### config.mk
export PLATFORM = sky130hd
export DESIGN_NAME = tennis_referee_flat
export DESIGN_NICKNAME = d
export VERILOG_FILES = /design/src/rtl/tennis_referee_if.sv /design/src/rtl/tennis_referee.sv /design/src/flat_wrapper.sv
export SDC_FILE = /design/constraint.sdc
export NUM_CORES = 1
export LEC_CHECK = 0
export CAP_MARGIN = 10
export CORE_MARGIN = 2
export CORE_UTILIZATION = 30
export CTS_BUF_LIST = sky130_fd_sc_hd__clkbuf_4
export CTS_CLUSTER_DIAMETER = 200
export DETAILED_ROUTE_END_ITERATION = 16
export PLACE_DENSITY = 0.56
export SLEW_MARGIN = 20
export SYNTH_ARGS = -nofsm -noshare
export SYNTH_HDL_FRONTEND = slang
export SYNTH_SLANG_ARGS = --single-unit
export TNS_END_PERCENT = 10
### constraint.sdc
create_clock -name clk -period 2.44 [get_ports clk]
set_input_delay 0.366 -clock clk [delete_from_list [all_inputs] [get_ports clk]]
set_output_delay 0.366 -clock clk [all_outputs]
set_load 0.02 [all_outputs]
### src/rtl/tennis_referee_if.sv
// Court-side signal bundle for tennis_referee: the ball LED vector and all
// score/status outputs. master drives the ball, slave is the referee.
interface tennis_referee_if;
  logic [15:0] ball;
  logic [3:0]  score_left;
  logic [3:0]  score_right;
  logic [3:0]  pos;
  logic        pos_valid;
  logic        dir;
  logic        point_left;
  logic        point_right;
  logic        game_over;
  logic [1:0]  winner;
  logic        error;

  modport master (
    output ball,
    input  score_left, score_right, pos, pos_valid, dir,
    input  point_left, point_right, game_over, winner, error
  );

  modport slave (
    input  ball,
    output score_left, score_right, pos, pos_valid, dir,
    output point_left, point_right, game_over, winner, error
  );
endinterface

### src/rtl/tennis_referee.sv
// Pong-style tennis referee: tracks a one-hot ball across a 16-LED court,
// awards points on baseline misses and declares a winner at WIN_SCORE.
module tennis_referee #(
  parameter int unsigned WIN_SCORE   = 7,
  parameter int unsigned HOLD_CYCLES = 50_000_000
) (
  input logic             clk,
  input logic             reset,
  tennis_referee_if.slave bus
);

  localparam logic [1:0] StIdle  = 2'd0;
  localparam logic [1:0] StRally = 2'd1;
  localparam logic [1:0] StPoint = 2'd2;
  localparam logic [1:0] StOver  = 2'd3;

  localparam logic [3:0]  WinScore = 4'(WIN_SCORE);
  localparam logic [31:0] HoldLast = 32'(HOLD_CYCLES - 1);

  logic [1:0]  state_q, state_d;
  logic [31:0] hold_q, hold_d;
  logic [3:0]  score_left_q, score_left_d;
  logic [3:0]  score_right_q, score_right_d;
  logic [3:0]  pos_q, pos_d;
  logic        pos_valid_q, pos_valid_d;
  logic        dir_q, dir_d;
  logic        point_left_q, point_left_d;
  logic        point_right_q, point_right_d;
  logic        game_over_q, game_over_d;
  logic [1:0]  winner_q, winner_d;
  logic        error_q, error_d;

  logic        one_hot, multi;
  logic [3:0]  ball_idx;
  logic [3:0]  left_inc, right_inc;

  always_comb begin
    one_hot  = (bus.ball != 16'd0) && ((bus.ball & (bus.ball - 16'd1)) == 16'd0);
    multi    = (bus.ball != 16'd0) && !one_hot;
    ball_idx = 4'd0;
    for (int i = 0; i < 16; i++) begin
      if (bus.ball[i]) ball_idx = 4'(i);
    end
    // Saturating increments so a score can never pass WIN_SCORE or wrap.
    left_inc  = (score_left_q < WinScore) ? score_left_q + 4'd1 : score_left_q;
    right_inc = (score_right_q < WinScore) ? score_right_q + 4'd1 : score_right_q;
  end

  always_comb begin
    state_d       = state_q;
    hold_d        = hold_q;
    score_left_d  = score_left_q;
    score_right_d = score_right_q;
    pos_d         = pos_q;
    pos_valid_d   = one_hot;
    dir_d         = dir_q;
    point_left_d  = 1'b0;
    point_right_d = 1'b0;
    game_over_d   = game_over_q;
    winner_d      = winner_q;
    error_d       = 1'b0;

    unique case (state_q)
      StIdle: begin
        if (one_hot) begin
          pos_d   = ball_idx;
          state_d = StRally;
        end else if (multi) begin
          error_d = 1'b1;
        end
      end
      StRally: begin
        if (one_hot) begin
          pos_d = ball_idx;
          if (ball_idx != pos_q) dir_d = (ball_idx > pos_q);
        end else if (multi) begin
          error_d = 1'b1;
        end else if (pos_q == 4'd15) begin
          score_right_d = right_inc;
          point_right_d = 1'b1;
          hold_d        = 32'd0;
          state_d       = StPoint;
          if (right_inc == WinScore) begin
            game_over_d = 1'b1;
            winner_d    = 2'b10;
          end
        end else if (pos_q == 4'd0) begin
          score_left_d = left_inc;
          point_left_d = 1'b1;
          hold_d       = 32'd0;
          state_d      = StPoint;
          if (left_inc == WinScore) begin
            game_over_d = 1'b1;
            winner_d    = 2'b01;
          end
        end else begin
          error_d = 1'b1;
          state_d = StIdle;
        end
      end
      StPoint: begin
        // The court is blanked while the point is displayed.
        pos_valid_d = 1'b0;
        if (hold_q == HoldLast) begin
          hold_d  = 32'd0;
          state_d = game_over_q ? StOver : StIdle;
        end else begin
          hold_d = hold_q + 32'd1;
        end
      end
      default: begin
        if (one_hot) pos_d = ball_idx;
      end
    endcase
  end

  always_ff @(posedge clk) begin
    if (reset) begin
      state_q       <= StIdle;
      hold_q        <= 32'd0;
      score_left_q  <= 4'd0;
      score_right_q <= 4'd0;
      pos_q         <= 4'd0;
      pos_valid_q   <= 1'b0;
      dir_q         <= 1'b0;
      point_left_q  <= 1'b0;
      point_right_q <= 1'b0;
      game_over_q   <= 1'b0;
      winner_q      <= 2'b00;
      error_q       <= 1'b0;
    end else begin
      state_q       <= state_d;
      hold_q        <= hold_d;
      score_left_q  <= score_left_d;
      score_right_q <= score_right_d;
      pos_q         <= pos_d;
      pos_valid_q   <= pos_valid_d;
      dir_q         <= dir_d;
      point_left_q  <= point_left_d;
      point_right_q <= point_right_d;
      game_over_q   <= game_over_d;
      winner_q      <= winner_d;
      error_q       <= error_d;
    end
  end

  assign bus.score_left  = score_left_q;
  assign bus.score_right = score_right_q;
  assign bus.pos         = pos_q;
  assign bus.pos_valid   = pos_valid_q;
  assign bus.dir         = dir_q;
  assign bus.point_left  = point_left_q;
  assign bus.point_right = point_right_q;
  assign bus.game_over   = game_over_q;
  assign bus.winner      = winner_q;
  assign bus.error       = error_q;

endmodule

### src/flat_wrapper.sv
// flat-port wrapper written by rule: the top's interface ports become plain ports
module tennis_referee_flat 
#(
  parameter int unsigned WIN_SCORE   = 7,
  parameter int unsigned HOLD_CYCLES = 50_000_000
)
  (clk, reset, bus_ball, bus_score_left, bus_score_right, bus_pos, bus_pos_valid, bus_dir, bus_point_left, bus_point_right, bus_game_over, bus_winner, bus_error);
  tennis_referee_if bus_i ();
  input logic clk;
  input logic reset;
  input wire logic [$bits(bus_i.ball)-1:0] bus_ball;
  output wire logic [$bits(bus_i.score_left)-1:0] bus_score_left;
  output wire logic [$bits(bus_i.score_right)-1:0] bus_score_right;
  output wire logic [$bits(bus_i.pos)-1:0] bus_pos;
  output wire logic [$bits(bus_i.pos_valid)-1:0] bus_pos_valid;
  output wire logic [$bits(bus_i.dir)-1:0] bus_dir;
  output wire logic [$bits(bus_i.point_left)-1:0] bus_point_left;
  output wire logic [$bits(bus_i.point_right)-1:0] bus_point_right;
  output wire logic [$bits(bus_i.game_over)-1:0] bus_game_over;
  output wire logic [$bits(bus_i.winner)-1:0] bus_winner;
  output wire logic [$bits(bus_i.error)-1:0] bus_error;
  assign bus_i.ball = bus_ball;
  assign bus_score_left = bus_i.score_left;
  assign bus_score_right = bus_i.score_right;
  assign bus_pos = bus_i.pos;
  assign bus_pos_valid = bus_i.pos_valid;
  assign bus_dir = bus_i.dir;
  assign bus_point_left = bus_i.point_left;
  assign bus_point_right = bus_i.point_right;
  assign bus_game_over = bus_i.game_over;
  assign bus_winner = bus_i.winner;
  assign bus_error = bus_i.error;
  tennis_referee #(.WIN_SCORE(WIN_SCORE), .HOLD_CYCLES(HOLD_CYCLES)) u_core (.clk(clk), .reset(reset), .bus(bus_i));
endmodule
* Word level (Yosys, flattened, before mapping) *
Index checks and enable logic that the tools add are counted.

word-level totals
  bits in registers = 54
  bits in latches = 0
  memory bits (writable) = 0
  ROM bits = 0
  input port bits = 18
  output and inout port bits = 20
  logic and storage cells = 107
  memories = 0

operators by class
  $add $sub $neg = 4
  multipliers = 0
  div/mod/pow operators = 0
  magnitude comparators = 3
  eq/ne operators = 13
  shift-type cells = 0
  muxes and demuxes = 48
  bitwise logic cells = 6
  reduce and logical (&&, ||, !) cells = 21

operators with widths
  kind                     number
  $mux W32                 5
  $pmux W32 S2             1
  $mux W4                  10
  $add A32 B1 Y32 const B  1
  $eq A32 B26 Y1 const B   1
  $mux W2                  13
  $and A16 B16 Y16         1
  $logic_not A16 Y1        1
  $reduce_bool A16 Y1      1
  $sub A16 B1 Y16 const B  1
  $mux W1                  13
  $mux W3                  4
  $reduce_and A5 Y1        2
  $add A4 B1 Y4 const B    2
  $eq A4 B3 Y1 const B     2
  $lt A4 B3 Y1 const B     2
  $reduce_and A4 Y1        2
  $ne A2 B2 Y1 const B     3
  $pmux W2 S3              1
  $reduce_and A6 Y1        1
  $reduce_bool A2 Y1       3
  $not A1 Y1               5
  $reduce_or A5 Y1         1
  $eq A4 B4 Y1 const B     1
  other kinds (16)         18

* Depth between registers and ports, before layout *
Gate-level depths: netlist (run 1).

  word-level depth = 17
  mapped depth = 11
  gate-level depth less buffers = 11

* Least setup slack after synthesis (run 1) *
No wires, ideal clock.

  path type = input to register
  from = input port bus_ball[1]
  to = register u_core.pos_q[3] (netlist: u_core.bus.pos[3])
  setup time = 0.088 ns
  data arrival time = 2.364 ns
  required time = 2.352 ns
  slack = -0.012 ns
  stages on the path = 8
  buffers on the path = 2
  cell sequence = or4_1 > buf_2 > o31a_1 > or3_4 > a2111oi_4 > buf_6 > a21oi_2 > a311oi_2

between the ends
  longest elaborated chain between the ends = 5
  elaborated cells on any way between the ends = 6
  those cells by class = 1 x add/sub; 1 x bitwise; 4 x reduce/logical

RTL lines
  item                                  line                   text
  start: declaration                    flat_wrapper.sv:11     input wire logic [$bits(bus_i.ball)-1:0] bus_ball;
  $sub A16 B1 Y16                       tennis_referee.sv:38   one_hot = (bus.ball != 16'd0) && ((bus.ball & (bus.ball - 16'd1)) == 16'd0);
  $and A16 B16 Y16                      tennis_referee.sv:38
  $logic_not A16 Y1                     tennis_referee.sv:38
  $logic_and A1 B1 Y1 *                 tennis_referee.sv:38
  $reduce_and A2 Y1 (no source line) *  -
  end signal: assignment                tennis_referee.sv:136  pos_q <= pos_d;
  end: declaration                      tennis_referee.sv:24   logic [3:0] pos_q, pos_d;

Mark *: on every way between the ends. The rest lies on a longest branch, timed or not.
A chain may end at the register's enable or synchronous reset.

* Worst setup path in the final report (run 1) *
  from = input port bus_ball[3]
  to = register u_core.state_q[1]

between the ends
  longest elaborated chain between the ends = 8
  elaborated cells on any way between the ends = 11
  those cells by class = 1 x add/sub; 3 x eq/ne; 1 x bitwise; 6 x reduce/logical

RTL lines
  item                                  line                   text
  $sub A16 B1 Y16                       tennis_referee.sv:38
  $and A16 B16 Y16                      tennis_referee.sv:38
  $logic_not A16 Y1                     tennis_referee.sv:38
  $logic_and A1 B1 Y1                   tennis_referee.sv:38
  $logic_not A1 Y1                      tennis_referee.sv:39   multi = (bus.ball != 16'd0) && !one_hot;
  $logic_and A1 B1 Y1                   tennis_referee.sv:39
  $ne A2 B2 Y1 (no source line)         -
  $reduce_and A5 Y1 (no source line) *  -
  end signal: assignment                tennis_referee.sv:119  state_q <= StIdle;
  end signal: assignment                tennis_referee.sv:132  state_q <= state_d;
  end: declaration                      tennis_referee.sv:20   logic [1:0] state_q, state_d;

Marks and branches as above.

==> summary.txt, run 1 <==
critical path arrival: 2.69 ns
Critical Path Max Stage Delay: 0.49 ns
Final Hold Fails: 0
Setup WS pre-CTS: -0.593 ns
post-synthesis sequential area ratio: 34.9%
reg2reg end: u_core.hold_q[28]
post-DR wirelength/cell: 13.2 um
min-delay src: u_core.bus.winner[0]
share of layout cells above drive strength 1: 18.7%
Placed Area: 3990 um2
Leak: 1.59 nW
multi-input logic area: 1960 um2
fmax: 424 MHz
Hold Crit Class: reg -> reg
total track usage: 14.5%
Post-Syn Area per Cell: 8.10 um2
RSZ-0062 raised after global routing: false
Slew HR: 65.6%
Crit Path Class: in -> reg
Core Util, Final: 41.1%
Post-synth EDFFs: 0
Reg2Reg Depth: 8
clock sink count: 54
endpoint class of the critical path: register
status: complete, no violations
fillers: 1068
slew at the pin closest to its max-slew limit: 0.511 ns
launching point of the worst reg2reg path: u_core.hold_q[0]
setup violators final: 0
DRT Pass-1 Iters: 4
CP startpoint kind: input port
Slew Viols, Final: 0
chip height: 106 um
clk buf depth: 2
Die Wd: 106 um
ys flop type: dfxtp_1
die area: 11200 um2
Detailed Route WL: 8000 um
initial core utilization: 30.5%
initial DRC count: 107
Cell Count, Final, Fillers Out: 606
Port Buf Inserts: 37
I/O pin count: 38
number of synthesized register bits: 54
Crit path buffers/inverters: 2
Layout Skew: 0.0222 ns
peak supply drop: 0.182 mV
post-detail-place hpwl: 6030 um
largest net degree at the start of global routing: 30
Worst-path clk slew: 0.17 ns
first-pass GRT wire length: 13500 um
post-layout instance area: 4190 um2
min cycle time layout: 2.36 ns
net count after synthesis: 412
Hold Crit Endpoint: u_core.bus.winner[0]
row cnt: 37
hold buffers post-CTS: 0
library cells used by synthesis: 53
initial antenna violation count: 0
Cell Area, Synth: 3100 um2
R2R Setup Slk: 0.17 ns
Vias: 3066
DP Cell Count: 594
pwr dens: 402 nW/um2
FF+latch area: 1080 um2
Final ANT Viol Nets: 0
H-tree Lvls: 2
# nets final: 498
Setup crit start: bus_ball[3]
vias in the first global route: 2930
CTS tree: done
hold path depth: 2
Worst Path Max Fanout: 5
Root Buffer: clkbuf_4
max-cap viol count: 0
Crit path max-delay family: compound AO/OA/AOI/OAI gates
DRC Markers: 0
Num CTS Buffers: 5
clk_lat worst skew: 0.39 ns
CORE AREA: 10200 um2
Mapped Cells: 383
Routability Congestion: 0.852
GRT overflow: 0
WP data required: 2.77 ns
period utilization: 96.6%
post-route worst setup slack: 0.0826 ns
Synth Warn #: 0
worst hold slack: 0.474 ns
CP max-delay cell: or4_4
Avg Vias per Cell: 5.06
area grow syn2layout: 35.0%
CP cell instances: dlygate4sd2_1, or4_4, o31a_1, or3_4, a2111oi_4, buf_6, o211a_1, mux2i_1
diode count: 0
asr flop ratio synth: 0%
-- cell usage after synthesis, drive strengths merged, types with 9 or more instances --
cell type | instances | area (um2)
nor3 | 9 | 45.0
nor4 | 11 | 68.8
dfxtp | 54 | 1080
xor2 | 25 | 219
a21oi | 25 | 133
and3 | 10 | 62.6
inv | 20 | 75.1
nand4 | 24 | 150
clkbuf | 10 | 37.5
nor2 | 54 | 203
o21ai | 10 | 50.1
nand3 | 19 | 95.1
nand2 | 21 | 81.3
ha | 11 | 138
-- worst max-delay path by stage --
stage	end	slack, ns	cells past startpoint
global route	u_core.hold_q[28]	0.009	8
global placement	u_core.state_q[1]	-0.54	8
finish	u_core.state_q[1]	0.08	8
floorplan	u_core.bus.pos[3]	-0.01	8
detailed placement	u_core.state_q[1]	-0.59	8
CTS	u_core.state_q[1]	0.01	8
-- cells in the final DEF (no fill, tap or decap), types with 3 or more instances in the layout --
master,Yosys,final
clkbuf_4,0,5
and2_1,4,4
nor3_1,9,9
dlymetal6s2s_1,0,6
nor4_1,11,7
a211oi_1,7,7
nor4_2,0,4
a21oi_1,23,23
or4_4,0,3
a41oi_1,3,3
nor3b_1,3,3
dlygate4sd2_1,0,4
nor2_1,54,54
nand2_1,20,20
and4_1,4,4
o31ai_1,4,4
nand3_1,19,18
or3_1,5,4
ha_1,11,11
nand4_1,24,24
and3_1,10,10
or4_1,8,5
xor2_1,25,25
xnor2_1,4,4
o21ai_0,10,10
buf_4,0,54
dfxtp_1,54,54
mux2i_1,3,3
inv_1,19,19
clkdlybuf4s50_1,0,25
-- cell type report --
class	instances	area share, %
inverter	20	1.79
clock inverter	3	1.05
multi-input combinational	294	46.8
timing repair buffer	94	19.6
tap	136	4.06
clock buffer	5	0.896
sequential	54	25.8
-- routing by layer --
layer | part of all wire [%] | wire [um] | vias to the layer above | global-route usage [%]
met5 | 0 | 0 | - | 0
met4 | 1.4 | 115 | 0 | 4.89
met3 | 3.6 | 284 | 13 | 1.86
met1 | 47 | 3800 | 1415 | 18.5
li1 | - | - | 1574 | -
met2 | 48 | 3800 | 64 | 25.1
-- sequential cells by signal (all words and copies together) (netlist names) --
register / cells
u_core.bus.pos_valid: 1
u_core.bus.winner: 2
u_core.bus.point_left: 1
u_core.bus.point_right: 1
u_core.bus.score_left: 4
u_core.bus.dir: 1
u_core.bus.score_right: 4
u_core.bus.error: 1
u_core.hold_q: 32
u_core.bus.pos: 4
u_core.state_q: 2
u_core.bus.game_over: 1
-- report_power, final --
group          switching, mW  leakage [nW]  internal [mW]  total [mW]
clock                  0.300        0.0456          0.218       0.518
sequential           0.00514         0.435          0.890       0.895
combinational          0.152          1.11          0.118       0.271
-- what timing repair did --
item | CTS | global route
setup endpoints to repair | 7 | 37
gates resized for setup | 16 | 13
setup buffers | 3 | 0
gates cloned | 1 | 0
pin swaps | 7 | 8
-- tightest hold or removal path: cells and delay by family (launching register included) --
family | cells | cell delay (ns)
flip-flops | 1 | 0.34
buffers and inverters | 1 | 0.05
AO/OA/AOI/OAI | 1 | 0.05
-- kinds of logic after synthesis --
group                    Yosys count  share of synthesized area, %
multiplexers                       3                         0.968
buffers and inverters             35                          4.56
flip-flops                        54                          34.9
AND/OR/NAND/NOR                  182                          30.8
AO/OA/AOI/OAI                     69                          16.2
adder cells (fa/ha/maj)           11                          4.44
XOR/XNOR                          29                          8.19
-- metrics by stage --
stage | setup TNS (ns) | total power [mW]
floorplan | -0.0273 | 1.04
global placement | -17.47 | 1.18
detailed placement | -17.87 | 1.18
CTS | 0 | 1.69
global route | 0 | 1.77
finish | 0 | 1.68
No activity file was read; power rests on OpenSTA's default activity.
==> run 2, diff against run 1 <==
--- a/constraint.sdc
+++ b/constraint.sdc
@@ -3,2 +3,2 @@
 set_output_delay 0.366 -clock clk [all_outputs]
-set_load 0.02 [all_outputs]
+set_load 0.01 [all_outputs]
==> run 2 against run 1 <==
  * Fmax is 1.2% lower
  * Clock power is 2% lower
  * Global-route usage is 0.20 points lower
  * Die area stayed put
  * Largest cell class unchanged
  * Power is 0.61% lower
  * Sequential share of layout area is 0.054 points lower
  * Setup slack worse by 0.029 ns
  * Combinational power hardly changed
  * Count of clock-buffer cells in the layout is 2 higher
==> summary.txt, run 2 (synthesis results as in run 1) <==
Critical Path Max Stage Delay: 0.53 ns (was 0.49 ns)
slew at the pin closest to its max-slew limit: 0.494 ns (was 0.511 ns)
initial core utilization: 30.5% (unchanged)
hold buffers post-CTS: 0 (unchanged)
Crit Path Class: in -> reg (unchanged)
share of layout cells above drive strength 1: 18.7% (unchanged)
post-DR wirelength/cell: 13.1 um (was 13.2 um)
status: complete, no violations (unchanged)
row cnt: 37 (unchanged)
DRT Pass-1 Iters: 4 (unchanged)
H-tree Lvls: 2 (unchanged)
GRT overflow: 0 (unchanged)
fmax: 419 MHz (was 424 MHz)
Hold Crit Endpoint: u_core.bus.winner[0] (unchanged)
min cycle time layout: 2.39 ns (was 2.36 ns)
Port Buf Inserts: 37 (unchanged)
post-detail-place hpwl: 5930 um (was 6030 um)
Hold Crit Class: reg -> reg (unchanged)
period utilization: 97.8% (was 96.6%)
Worst Path Max Fanout: 5 (unchanged)
min-delay src: u_core.bus.winner[0] (unchanged)
setup violators final: 0 (unchanged)
most flop-heavy register: u_core.hold_q (unchanged)
Reg2Reg Depth: 8 (unchanged)
Die Wd: 106 um (unchanged)
Leak: 1.59 nW (about the same)
worst hold slack: 0.478 ns (was 0.474 ns)
CP startpoint kind: input port (unchanged)
die area: 11200 um2 (unchanged)
Vias: 3088 (was 3066)
Largest register FFs: 32 (unchanged)
Setup Total Neg Slack: 0 ns (unchanged)
CP cell instances: dlygate4sd2_1, or4_4, buf_6, o41ai_2, o2111ai_2, a2111oi_4, buf_6, o211a_1, mux2i_1 (was dlygate4sd2_1, or4_4, o31a_1, or3_4, a2111oi_4, buf_6, o211a_1, mux2i_1)
# nets final: 498 (unchanged)
WP data required: 2.76 ns (was 2.77 ns)
Core Util, Final: 41.2% (was 41.1%)
max-cap viol count: 0 (unchanged)
total track usage: 14.3% (was 14.5%)
initial DRC count: 151 (was 107)
RSZ-0062 raised after global routing: true (was false)
area grow syn2layout: 35.3% (was 35.0%)
CORE AREA: 10200 um2 (unchanged)
diode count: 0 (unchanged)
Root Buffer: clkbuf_4 (unchanged)
CP max-delay cell: or4_4 (unchanged)
I/O pin count: 38 (unchanged)
Slew Viols, Final: 0 (unchanged)
crit-path most repeated cell: buf_6
reg2reg end: u_core.hold_q[28] (unchanged)
Layout Skew: 0.0273 ns (was 0.0222 ns)
DRC Markers: 0 (unchanged)
largest net degree at the start of global routing: 30 (unchanged)
post-layout instance area: 4200 um2 (was 4190 um2)
Routability Congestion: 0.850 (was 0.852)
clock sink count: 54 (unchanged)
CTS tree: done (unchanged)
endpoint class of the critical path: register (unchanged)
Num CTS Buffers: 5 (unchanged)
Avg Vias per Cell: 5.10 (was 5.06)
vias in the first global route: 2882 (was 2930)
Placed Area: 3970 um2 (was 3990 um2)
chip height: 106 um (unchanged)
most frequent cells in the layout: nor2_1, dfxtp_1, buf_4 (was nor2_1, buf_4, dfxtp_1)
peak supply drop: 0.178 mV (was 0.182 mV)
hold path depth: 2 (unchanged)
launching point of the worst reg2reg path: u_core.hold_q[0] (unchanged)
Final Hold Fails: 0 (unchanged)
clk_lat worst skew: 0.38 ns (was 0.39 ns)
Final ANT Viol Nets: 0 (unchanged)
Worst-path clk slew: 0.16 ns (was 0.17 ns)
critical path arrival: 2.71 ns (was 2.69 ns)
first-pass GRT wire length: 13200 um (was 13500 um)
clk buf depth: 2 (unchanged)
pwr dens: 399 nW/um2 (was 402 nW/um2)
R2R Setup Slk: 0.19 ns (was 0.17 ns)
initial antenna violation count: 0 (unchanged)
Slew HR: 66.8% (was 65.6%)
Detailed Route WL: 7920 um (was 8000 um)
-- run 2: changes by cell type in the layout (fill, tap and decap cells not counted), sizes merged --
cell           change
clkdlybuf4s15      -1
dlymetal6s2s       +1
inv                -1
clkdlybuf4s50      -1
dlygate4sd2        +1
clkbuf             +2
clkinv             -1
-- run 2: layout make-up --
class	instances	area, um2
clock buffer	7	52.6
clock inverter	1	30.0
multi-input combinational	294	1950
fill	1035	5990
sequential	54	1080
tap	136	170
timing repair buffer	94	841
inverter	20	75.1
-- run 2: how the worst max path moves through the flow --
stage	from	endpoint	slack, ns	cells after the start
detailed placement	bus_ball[1]	u_core.state_q[1]	-0.60	8
CTS	bus_ball[9]	u_core.state_q[1]	-0.006	8
global placement	bus_ball[1]	u_core.state_q[1]	-0.55	8
global route	bus_ball[9]	u_core.hold_q[21]	-0.02	10
floorplan	bus_ball[1]	u_core.bus.pos[3]	-0.007	8
finish	bus_ball[0]	u_core.state_q[1]	0.05	9
-- run 2: layer usage --
layer	part of all wire, %	wire length, um	GRT usage (%)
met4	1.2	94	3.67
met1	46	3680	18.1
met5	0	0	0
met2	49	3900	25.2
met3	3.1	248	2.16
-- run 2: repair_timing --
action,CTS,global route
gates resized for setup,13,21
endpoints found under the setup margin,8,37
buffers inserted,4,1
pin swaps,7,8
gates cloned,1,0
-- run 2: power breakdown --
| group | internal [mW] | switching, mW |
|---|---|---|
| Clock | 0.240 | 0.268 |
| Sequential | 0.889 | 0.00531 |
| Combinational | 0.119 | 0.152 |
| Total | 1.25 | 0.425 |
-- run 2: per-stage QoR --
stage	worst slack [ns]	total power, mW	instances
5_1_grt	-0.0241	1.76	606
3_3_place_gp	-0.546	1.17	592
3_5_place_dp	-0.598	1.18	592
4_1_cts	-0.00558	1.70	605
6_report	0.0537	1.67	606
2_1_floorplan	-0.00658	1.04	383
-- run 2: worst max-delay path: cells and delay by family --
kind | cells | cell delay [ns]
AO/OA/AOI/OAI | 4 | 1.07
buffers and inverters | 3 | 0.55
multiplexers | 1 | 0.18
AND/OR/NAND/NOR | 1 | 0.53
==> run 3, diff against run 2 <==
CORE_UTILIZATION = 25   (was 30)
PLACE_DENSITY = 0.48   (was 0.56)
SKIP_CTS_REPAIR_TIMING = 1   (was unset)
clock period = 2.4 ns   (was 2.44 ns; I/O delays follow)
==> run 3 against run 2 <==
  * Register-to-register slack hardly changed
  * Flip-flop and latch count did not move
  * Clock skew up 0.00088 ns
  * Setup slack gained 0.0096 ns
  * Critical path type unchanged
  * Largest power group unchanged
  * Highest routed layer unchanged
==> summary.txt, run 3 (synthesis results as in run 1) <==
status: complete, no violations (unchanged)
GRT overflow: 0 (unchanged)
Seq pwr share: 51.9% (was 53.5%)
period utilization: 97.4%
Port Buf Inserts: 37 (unchanged)
DRC Markers: 0 (unchanged)
Routability Congestion: 0.821 (was 0.850)
fmax: 428 MHz
M1 WL: 4170 um (was 3680 um)
largest net degree at the start of global routing: 19 (was 30)
clock sink count: 54 (unchanged)
Largest register FFs: 32 (unchanged)
Crit Path Class: in -> reg (unchanged)
Num CTS Buffers: 5 (unchanged)
CP startpoint kind: input port (unchanged)
Die Wd: 115 um (was 106 um)
RSZ-0062 raised after global routing: true (unchanged)
Detailed Route WL: 8570 um (was 7920 um)
Slew HR: 73.1% (was 66.8%)
Setup Total Neg Slack: 0 ns (unchanged)
most frequent cells in the layout: buf_4, nor2_1, dfxtp_1 (was nor2_1, dfxtp_1, buf_4)
switching power: 0.493 mW (was 0.425 mW)
slew at the pin closest to its max-slew limit: 0.404 ns (was 0.494 ns)
total track usage: 13.2% (was 14.3%)
Layout Skew: 0.0282 ns (was 0.0273 ns)
Final Hold Fails: 0 (unchanged)
fillers: 1250 (was 1035)
share of layout cells above drive strength 1: 21.3% (was 18.7%)
pwr dens: 404 nW/um2 (was 399 nW/um2)
Avg Vias per Cell: 4.81 (was 5.10)
post-DR wirelength/cell: 13.2 um (was 13.1 um)
peak supply drop: 0.183 mV (was 0.178 mV)
vias in the first global route: 3013 (was 2882)
DRT Pass-1 Iters: 4 (unchanged)
min cycle time layout: 2.34 ns
WP data required: 2.69 ns (was 2.76 ns)
diode count: 0 (unchanged)
initial DRC count: 171 (was 151)
Logic pwr share: 16.4% (was 16.2%)
row cnt: 40 (was 37)
Worst Path Max Fanout: 5 (unchanged)
# nets final: 508 (was 498)
critical path arrival: 2.63 ns (was 2.71 ns)
most common cell after layout, fill and taps aside: buf_4
CTS tree: done (unchanged)
area grow syn2layout: 39.8% (was 35.3%)
FF+latch area: 1080 um2 (unchanged)
die area: 13300 um2 (was 11200 um2)
cell-internal power: 1.26 mW (was 1.25 mW)
max-cap viol count: 0 (unchanged)
first-pass GRT wire length: 14200 um (was 13200 um)
met3 WL: 298 um (was 248 um)
Leak: 1.66 nW (was 1.59 nW)
Final ANT Viol Nets: 0 (unchanged)
Slew Viols, Final: 0 (unchanged)
Vias: 3118 (was 3088)
DP Cell Count: 633 (was 592)
setup violators final: 0 (unchanged)
initial antenna violation count: 0 (unchanged)
initial core utilization: 25.7% (was 30.5%)
Sw Share: 28.1% (was 25.4%)
I/O pin count: 38 (unchanged)
Cell Count, Final, Fillers Out: 648 (was 606)
endpoint class of the critical path: register (unchanged)
CORE AREA: 12100 um2 (was 10200 um2)
Root Buffer: clkbuf_4 (unchanged)
Worst-path clk slew: 0.15 ns (was 0.16 ns)
clock network power share: 31.6% (was 30.4%)
post-layout total power: 1.75 mW (was 1.67 mW)
Hold Crit Class: reg -> reg (unchanged)
clk buf depth: 2 (unchanged)
Core Util, Final: 35.9% (was 41.2%)
post-detail-place hpwl: 6470 um (was 5930 um)
H-tree Lvls: 2 (unchanged)
clk_lat worst skew: 0.42 ns (was 0.38 ns)
multi-input logic area: 1990 um2 (was 1950 um2)
top routing layer in use: met4 (unchanged)
metal2 WL: 3960 um (was 3900 um)
chip height: 115 um (was 106 um)
most flop-heavy register: u_core.hold_q (unchanged)
[run 3: cell types whose count changed in the layout (fill, tap and decap cells not counted), moves of 3 or more]
cell             before  now
clkdlybuf4s50_1      24   27
buf_6                 5    1
buf_4                51   64
dlygate4sd2_1         5    0
[run 3: path summary, 6_finish.rpt]
path / startpoint / end / slack [ns] / depth (start not counted)
worst max-delay path: bus_ball[1] / u_core.bus.pos[3] / 0.06 / 9
worst min-delay path: u_core.bus.winner[0] / u_core.bus.winner[0] / 0.47 / 2
worst max register to register: u_core.hold_q[2] / u_core.hold_q[21] / 0.20 / 6
worst min register to register: u_core.bus.winner[0] / u_core.bus.winner[0] / 0.47 / 2
[run 3: power by group through the flow]
stage / combinational, mW / sequential, mW / clock (mW)
2_1_floorplan: 0.127 / 0.929 / 0
3_3_place_gp: 0.270 / 0.929 / 0
3_5_place_dp: 0.271 / 0.929 / 0
4_1_cts: 0.272 / 0.911 / 0.589
5_1_grt: 0.317 / 0.913 / 0.627
6_report: 0.288 / 0.910 / 0.555
[run 3: area by class of cell]
class	instances	area share, %
multi-input combinational	294	45.8
sequential	54	24.9
timing repair buffer	104	20.7
tap	168	4.85
inverter	20	1.73
clock inverter	3	1.10
clock buffer	5	0.866
[run 3: per-layer routing]
metal  vias to the layer above  global-route usage (%)
met1                      1458                    17.7
met2                        51                    21.3
met5                         -                       0
met3                        10                    2.16
met4                         0                    5.14
li1                       1599                       -
[run 3: worst max-delay path, stage by stage]
cell	delay, ns
dlymetal6s2s_1	0.13
or4_4	0.52
o31a_1	0.30
or3_4	0.41
a2111oi_4	0.39
buf_4	0.17
buf_2	0.15
buf_4	0.12
a311oi_2	0.08
[run 3: per-stage QoR]
stage | hold WS (ns) | setup slack, ns | cell area (um2)
detailed placement | 0.454 | -0.647 | 4070
floorplan | 0.448 | -0.0406 | 3100
global placement | 0.446 | -0.604 | 4070
CTS | 0.475 | -0.197 | 4150
global route | 0.507 | -0.0422 | 4340
finish | 0.473 | 0.0632 | 4340
